--- config.mk ---
export PLATFORM = sky130hd
export DESIGN_NAME = yblock_edge_port
export DESIGN_NICKNAME = d
export VERILOG_FILES = /design/src/rtl/yblock_edge_port.sv
export SDC_FILE = /design/constraint.sdc
export NUM_CORES = 1
export LEC_CHECK = 0
export CAP_MARGIN = 20
export CORE_ASPECT_RATIO = 1.5
export CORE_MARGIN = 1
export CORE_UTILIZATION = 50
export CTS_CLUSTER_DIAMETER = 120
export DETAILED_ROUTE_END_ITERATION = 6
export PLACE_DENSITY = 0.83
export SLEW_MARGIN = 20
export SYNTH_ARGS = -nofsm -noshare
export SYNTH_HDL_FRONTEND = slang
export SYNTH_SLANG_ARGS = --single-unit
--- constraint.sdc ---
create_clock -name clk -period 3.6 [get_ports clk]
set_clock_uncertainty 0.1 [all_clocks]
set_input_delay 0.9 -clock clk [delete_from_list [all_inputs] [get_ports clk]]
set_output_delay 0.9 -clock clk [all_outputs]
set_load 0.01 [all_outputs]
--- src/rtl/yblock_edge_port.sv ---
// rtl/yblock_edge_port.sv - synchronous-to-Morphle dual-rail edge adapter (TX and RX halves)
module yblock_edge_port #(
    parameter int LANES       = 8,
    parameter int SYNC_STAGES = 2,
    parameter int TIMEOUT     = 255
) (
    input  logic               clk,
    input  logic               reset_n,
    input  logic               tx_valid,
    output logic               tx_ready,
    input  logic [LANES-1:0]   tx_data,
    output logic [2*LANES-1:0] tx_sig,
    input  logic [2*LANES-1:0] tx_back,
    input  logic [2*LANES-1:0] rx_sig,
    output logic [2*LANES-1:0] rx_ack,
    output logic               rx_valid,
    input  logic               rx_ready,
    output logic [LANES-1:0]   rx_data,
    output logic               err,
    input  logic               err_clr
);
    localparam int W = 2 * LANES;
    localparam logic [7:0] TO_LAST = 8'(TIMEOUT - 1);

    typedef enum logic [1:0] {T_IDLE, T_DRIVE, T_RTZ, T_ERR} tx_state_t;
    typedef enum logic [1:0] {R_IDLE, R_HOLD, R_RTZ, R_ERR} rx_state_t;

    tx_state_t tx_state, tx_next;
    rx_state_t rx_state, rx_next;

    logic [W-1:0] back_sync [SYNC_STAGES];
    logic [W-1:0] rx_sync   [SYNC_STAGES];
    logic [W-1:0] back_s, rx_s, rx_prev, rx_code, tx_enc;
    logic [LANES-1:0] rx_dec;
    logic [7:0] tx_cnt, rx_cnt;
    logic back_empty, back_ill, back_bad;
    logic rx_full, rx_empty, rx_ill, rx_bad;

    always_ff @(posedge clk or negedge reset_n) begin
        if (!reset_n) begin
            for (int i = 0; i < SYNC_STAGES; i++) begin
                back_sync[i] <= '0;
                rx_sync[i]   <= '0;
            end
        end else begin
            back_sync[0] <= tx_back;
            rx_sync[0]   <= rx_sig;
            for (int i = 1; i < SYNC_STAGES; i++) begin
                back_sync[i] <= back_sync[i-1];
                rx_sync[i]   <= rx_sync[i-1];
            end
        end
    end

    assign back_s = back_sync[SYNC_STAGES-1];
    assign rx_s   = rx_sync[SYNC_STAGES-1];

    // Per-lane classification; V1 is 2'b10 so its high bit is the decoded data bit
    always_comb begin
        back_empty = 1'b1;
        back_ill   = 1'b0;
        back_bad   = 1'b0;
        rx_full    = 1'b1;
        rx_empty   = 1'b1;
        rx_ill     = 1'b0;
        rx_bad     = 1'b0;
        tx_enc     = '0;
        rx_dec     = '0;
        for (int i = 0; i < LANES; i++) begin
            if (back_s[2*i +: 2] != 2'b00) back_empty = 1'b0;
            if (back_s[2*i +: 2] == 2'b11) back_ill = 1'b1;
            if (back_s[2*i +: 2] != 2'b00 && back_s[2*i +: 2] != tx_sig[2*i +: 2]) back_bad = 1'b1;
            if (rx_s[2*i +: 2] == 2'b00) rx_full = 1'b0;
            else rx_empty = 1'b0;
            if (rx_s[2*i +: 2] == 2'b11) rx_ill = 1'b1;
            if (rx_s[2*i +: 2] != 2'b00 && rx_s[2*i +: 2] != rx_code[2*i +: 2]) rx_bad = 1'b1;
            tx_enc[2*i +: 2] = tx_data[i] ? 2'b10 : 2'b01;
            rx_dec[i] = rx_s[2*i+1];
        end
    end

    assign tx_ready = reset_n && (tx_state == T_IDLE) && back_empty;

    always_comb begin
        tx_next = tx_state;
        case (tx_state)
            T_IDLE:  if (back_ill) tx_next = T_ERR;
                     else if (tx_valid && back_empty) tx_next = T_DRIVE;
            T_DRIVE: if (back_bad) tx_next = T_ERR;
                     else if (back_s == tx_sig) tx_next = T_RTZ;
                     else if (tx_cnt == TO_LAST) tx_next = T_ERR;
            T_RTZ:   if (back_ill) tx_next = T_ERR;
                     else if (back_empty) tx_next = T_IDLE;
                     else if (tx_cnt == TO_LAST) tx_next = T_ERR;
            default: tx_next = T_ERR;
        endcase
        if (err_clr) tx_next = T_IDLE;
    end

    // rx_bad also covers code 3, since a captured word never holds it
    always_comb begin
        rx_next = rx_state;
        case (rx_state)
            R_IDLE:  if (rx_ill) rx_next = R_ERR;
                     else if (rx_full && rx_s == rx_prev) rx_next = R_HOLD;
            R_HOLD:  if (rx_ill) rx_next = R_ERR;
                     else if (rx_valid && rx_ready) rx_next = R_RTZ;
            R_RTZ:   if (rx_bad) rx_next = R_ERR;
                     else if (rx_empty) rx_next = R_IDLE;
                     else if (rx_cnt == TO_LAST) rx_next = R_ERR;
            default: rx_next = R_ERR;
        endcase
        if (err_clr) rx_next = R_IDLE;
    end

    always_ff @(posedge clk or negedge reset_n) begin
        if (!reset_n) begin
            tx_state <= T_IDLE;
            rx_state <= R_IDLE;
        end else begin
            tx_state <= tx_next;
            rx_state <= rx_next;
        end
    end

    always_ff @(posedge clk or negedge reset_n) begin
        if (!reset_n) begin
            tx_sig   <= '0;
            tx_cnt   <= '0;
            rx_cnt   <= '0;
            rx_prev  <= '0;
            rx_code  <= '0;
            rx_data  <= '0;
            rx_valid <= 1'b0;
            rx_ack   <= '0;
            err      <= 1'b0;
        end else begin
            rx_prev  <= rx_s;
            tx_sig   <= (tx_next == T_DRIVE) ? ((tx_state == T_IDLE) ? tx_enc : tx_sig) : '0;
            rx_valid <= (rx_next == R_HOLD);
            rx_ack   <= (rx_next == R_RTZ) ? rx_code : '0;
            if (err_clr || tx_next != tx_state) tx_cnt <= '0;
            else if (tx_state == T_DRIVE || tx_state == T_RTZ) tx_cnt <= tx_cnt + 8'd1;
            if (err_clr || rx_next != rx_state) rx_cnt <= '0;
            else if (rx_state == R_RTZ) rx_cnt <= rx_cnt + 8'd1;
            if (err_clr) begin
                rx_data <= '0;
                rx_code <= '0;
            end else if (rx_state == R_IDLE && rx_next == R_HOLD) begin
                rx_data <= rx_dec;
                rx_code <= rx_s;
            end
            if (err_clr) err <= 1'b0;
            else if ((tx_next == T_ERR && tx_state != T_ERR) ||
                     (rx_next == R_ERR && rx_state != R_ERR)) err <= 1'b1;
        end
    end
endmodule

==> reports/metrics.yaml <==
drive_gt1_share_pct: 7.44
hold_viol_final: 0
ir_worst_vdd_mv: 0.413
setup_tns_ps: 0
fin_nets: 673
reg2reg_from: "tx_sig[3]"
num-fill-cells: 954
synth_most_common_cell: "dfrtp_1"
power_frac_clock_pct: 42.6
io_pins: 88
clockBufferDepth: 2
synth_top_area_share_pct: 60.7
grt_pass1_wl_um: 21900
crit_type: "reg2out"
cp.arrival_ps: 2190
power_switching_uw: 1170
cts_hold_buffers: 0
min_path_type: "in2async"
die_h_um: 138
setup_violations: 0
end_kind: "output pin"
die_w_um: 92.8
p_leak_uw: 0.00314
antenna_found_initial: 0
ff2ff_setup_slack_ps: 890
yosys.cell_types.count: 50
firstDrtPassIters: 5
crit_start: "back_s[0]"
drt_iter0_drc: 388
grt_usage_pct: 22.2
dieArea_um2: 12800
yosys-top-cells-area: "dfrtp_1 61%, nor2_1 3.0%, nor4_1 2.8%"
worst-path-max-fanout: 5
yosysSeqAreaShare_pct: 60.7
cts_inserted_buffers: 17
drc: 0
postSynthCellCount: 543
synthFlopType: "dfrtp_1"
synth_common_cells: "150 x dfrtp_1, 50 x nor2_1, 33 x nand2_1"
core_um2: 12000
r2r_end: "tx_sig[8]"
clock.fmax_mhz: 314
synth_fp_nets: 597
root_buffer: "clkbuf_16"
endpoint: "tx_ready"
rsz0062_at_grt: "false"
postSynth.asyncResetShare_pct: 100
grt_pass1_vias: 4609
synth_top_area_cell: "dfrtp_1"
via_per_inst: 5.76
rows: 49
synth_edf_count: 0
fin_crit_sh_pct: 88.6
period_needed_ps: 3190
synth_seq_cells: 150
cts_post_setup_buffers_inserted: 0
insertion_delay_ps: 430
switching_share_pct: 27.6
path_clk_slew_ps: 70
pwr-share-seq_pct: 44.4
yosys_warnings: 0
maxSlewViolCount: 0
place_congestion: 0.901
tightestPinTransition_ps: 961
area_growth_pct: 24.3
hpwl_um: 9170
p_per_area_nw_per_um2: 550
numPortBuffers: 87
combPwrFrac_pct: 13.0
startpoint_type: "flip-flop"
slew_headroom_pct: 35.9
final_area_um2: 7690
p_int_uw: 3060
synth_area_per_cell_um2: 11.4
grt_overflow: 0
regArea_um2: 3750
wl_um: 13100
route.antenna.remaining_nets: 0
clock_sinks: 150
vias: 4518
antenna_cells: 0
htreeDepth: 4
worstRegToRegCells: 8
maxCapViolations: 0
cts_tree: "built"
outcome: "finished clean"
place_area_um2: 7080
initial_utilization_pct: 51.5
netlist_area_um2: 6190
wl_per_cell_um: 16.7
grt_max_degree: 82
cts_resized: 0
multi_input_area_um2: 2130
cp.required_ps: 2600
-- per-stage QoR --
| stage | cells | worst slack, ps | hold slack, ps | util [%] | power (µW) |
|---|---|---|---|---|---|
| floorplan | 543 | 1210 | 231 | - | 2220 |
| global placement | 753 | 616 | 234 | 58.9 | 2430 |
| detailed placement | 753 | 492 | 235 | 58.9 | 2450 |
| CTS | 785 | 408 | 206 | 64.0 | 4260 |
| global route | 785 | 257 | 203 | 64.0 | 4410 |
| finish | 785 | 411 | 203 | 64.0 | 4230 |
-- layout make-up --
type / instances / area share [%]
Multi-Input combinational cell: 333 / 27.8
Inverter: 25 / 1.22
Timing Repair Buffer: 92 / 11.8
Sequential cell: 150 / 48.8
Tap cell: 153 / 2.49
Clock inverter: 15 / 2.34
Clock buffer: 17 / 5.53
-- layout by cell type, fill, tap and decap left out, types with 2 or more instances in the layout --
cell type        synthesis  final
xnor2_1                  9      9
clkbuf_16                0     17
a2111oi_0                3      3
and4_1                   2      2
nand3_1                  6      6
a21oi_1                 17     17
inv_6                    0      6
o31ai_1                  2      2
inv_8                    0      4
ha_1                     9      9
nor3_1                   8      8
and3_1                   3      3
o31ai_2                  2      2
a31oi_1                  3      3
nor3b_1                  3      3
mux2i_1                 16     16
a22oi_1                 16     16
o21ai_0                 29     29
nor2b_1                 11     11
inv_1                   25     25
nand4_1                 15     15
clkinv_4                 0      2
xor2_1                  19     19
or3_1                    2      2
dfrtp_1                150    150
buf_4                    9      5
nor4_1                  28     28
nand2b_1                24     24
nor2_1                  50     50
a222oi_1                 2      2
bufinv_16                0      2
o22a_1                   2      2
clkdlybuf4s50_1          0     86
nand2_1                 33     33
o2111ai_1                2      2
-- cells by family after synthesis --
logic type / after synthesis / share of synthesized area (%)
simple gates: 189 / 15.9
compound gates: 89 / 9.63
xor+xnor: 29 / 4.23
mux: 17 / 2.95
flops: 150 / 60.7
buf+inv: 60 / 4.83
fa+ha+maj: 9 / 1.82
-- critical path, cell delays in order, from the launching register on --
cell	delay (ps)
dfrtp_1	430
nor4_1	350
nand4_1	260
nor2_1	180
clkdlybuf4s50_1	550
-- how the worst min path moves through the flow --
stage	cells after the start	slack, ps	endpoint
3_3_place_gp	0	230	back_s[9]
3_5_place_dp	0	230	back_s[11]
5_1_grt	1	200	back_sync[28]
4_1_cts	1	210	back_sync[28]
2_1_floorplan	0	230	back_s[0]
6_report	1	200	back_s[14]
-- power by group through the flow --
stage	clock network (µW)	registers [µW]	logic, µW
after floorplan	0	1870	351
after global placement	0	1900	527
after detailed placement	0	1910	548
after CTS	1830	1880	552
after global routing	1920	1890	608
final	1800	1880	548
-- state kept, by name (all words and copies together), names as in the netlist, 8 cells and up --
name and count:
back_sync 16, tx_cnt 8, rx_sync 16, rx_s 16
rx_prev 16, tx_sig 16, rx_code 8, back_s 16
rx_cnt 8, rx_ack 16, rx_data 8
-- layer usage --
| metal | GRT usage [%] | vias to the layer above | share of wire, % |
|---|---|---|---|
| met5 | 0 | - | 0 |
| li1 | - | 2034 | - |
| met2 | 35.4 | 196 | 51 |
| met1 | 26.8 | 2236 | 39 |
| met3 | 5.94 | 52 | 5.1 |
| met4 | 13.4 | 0 | 4.5 |
No activity file was read; power rests on OpenSTA's default activity.
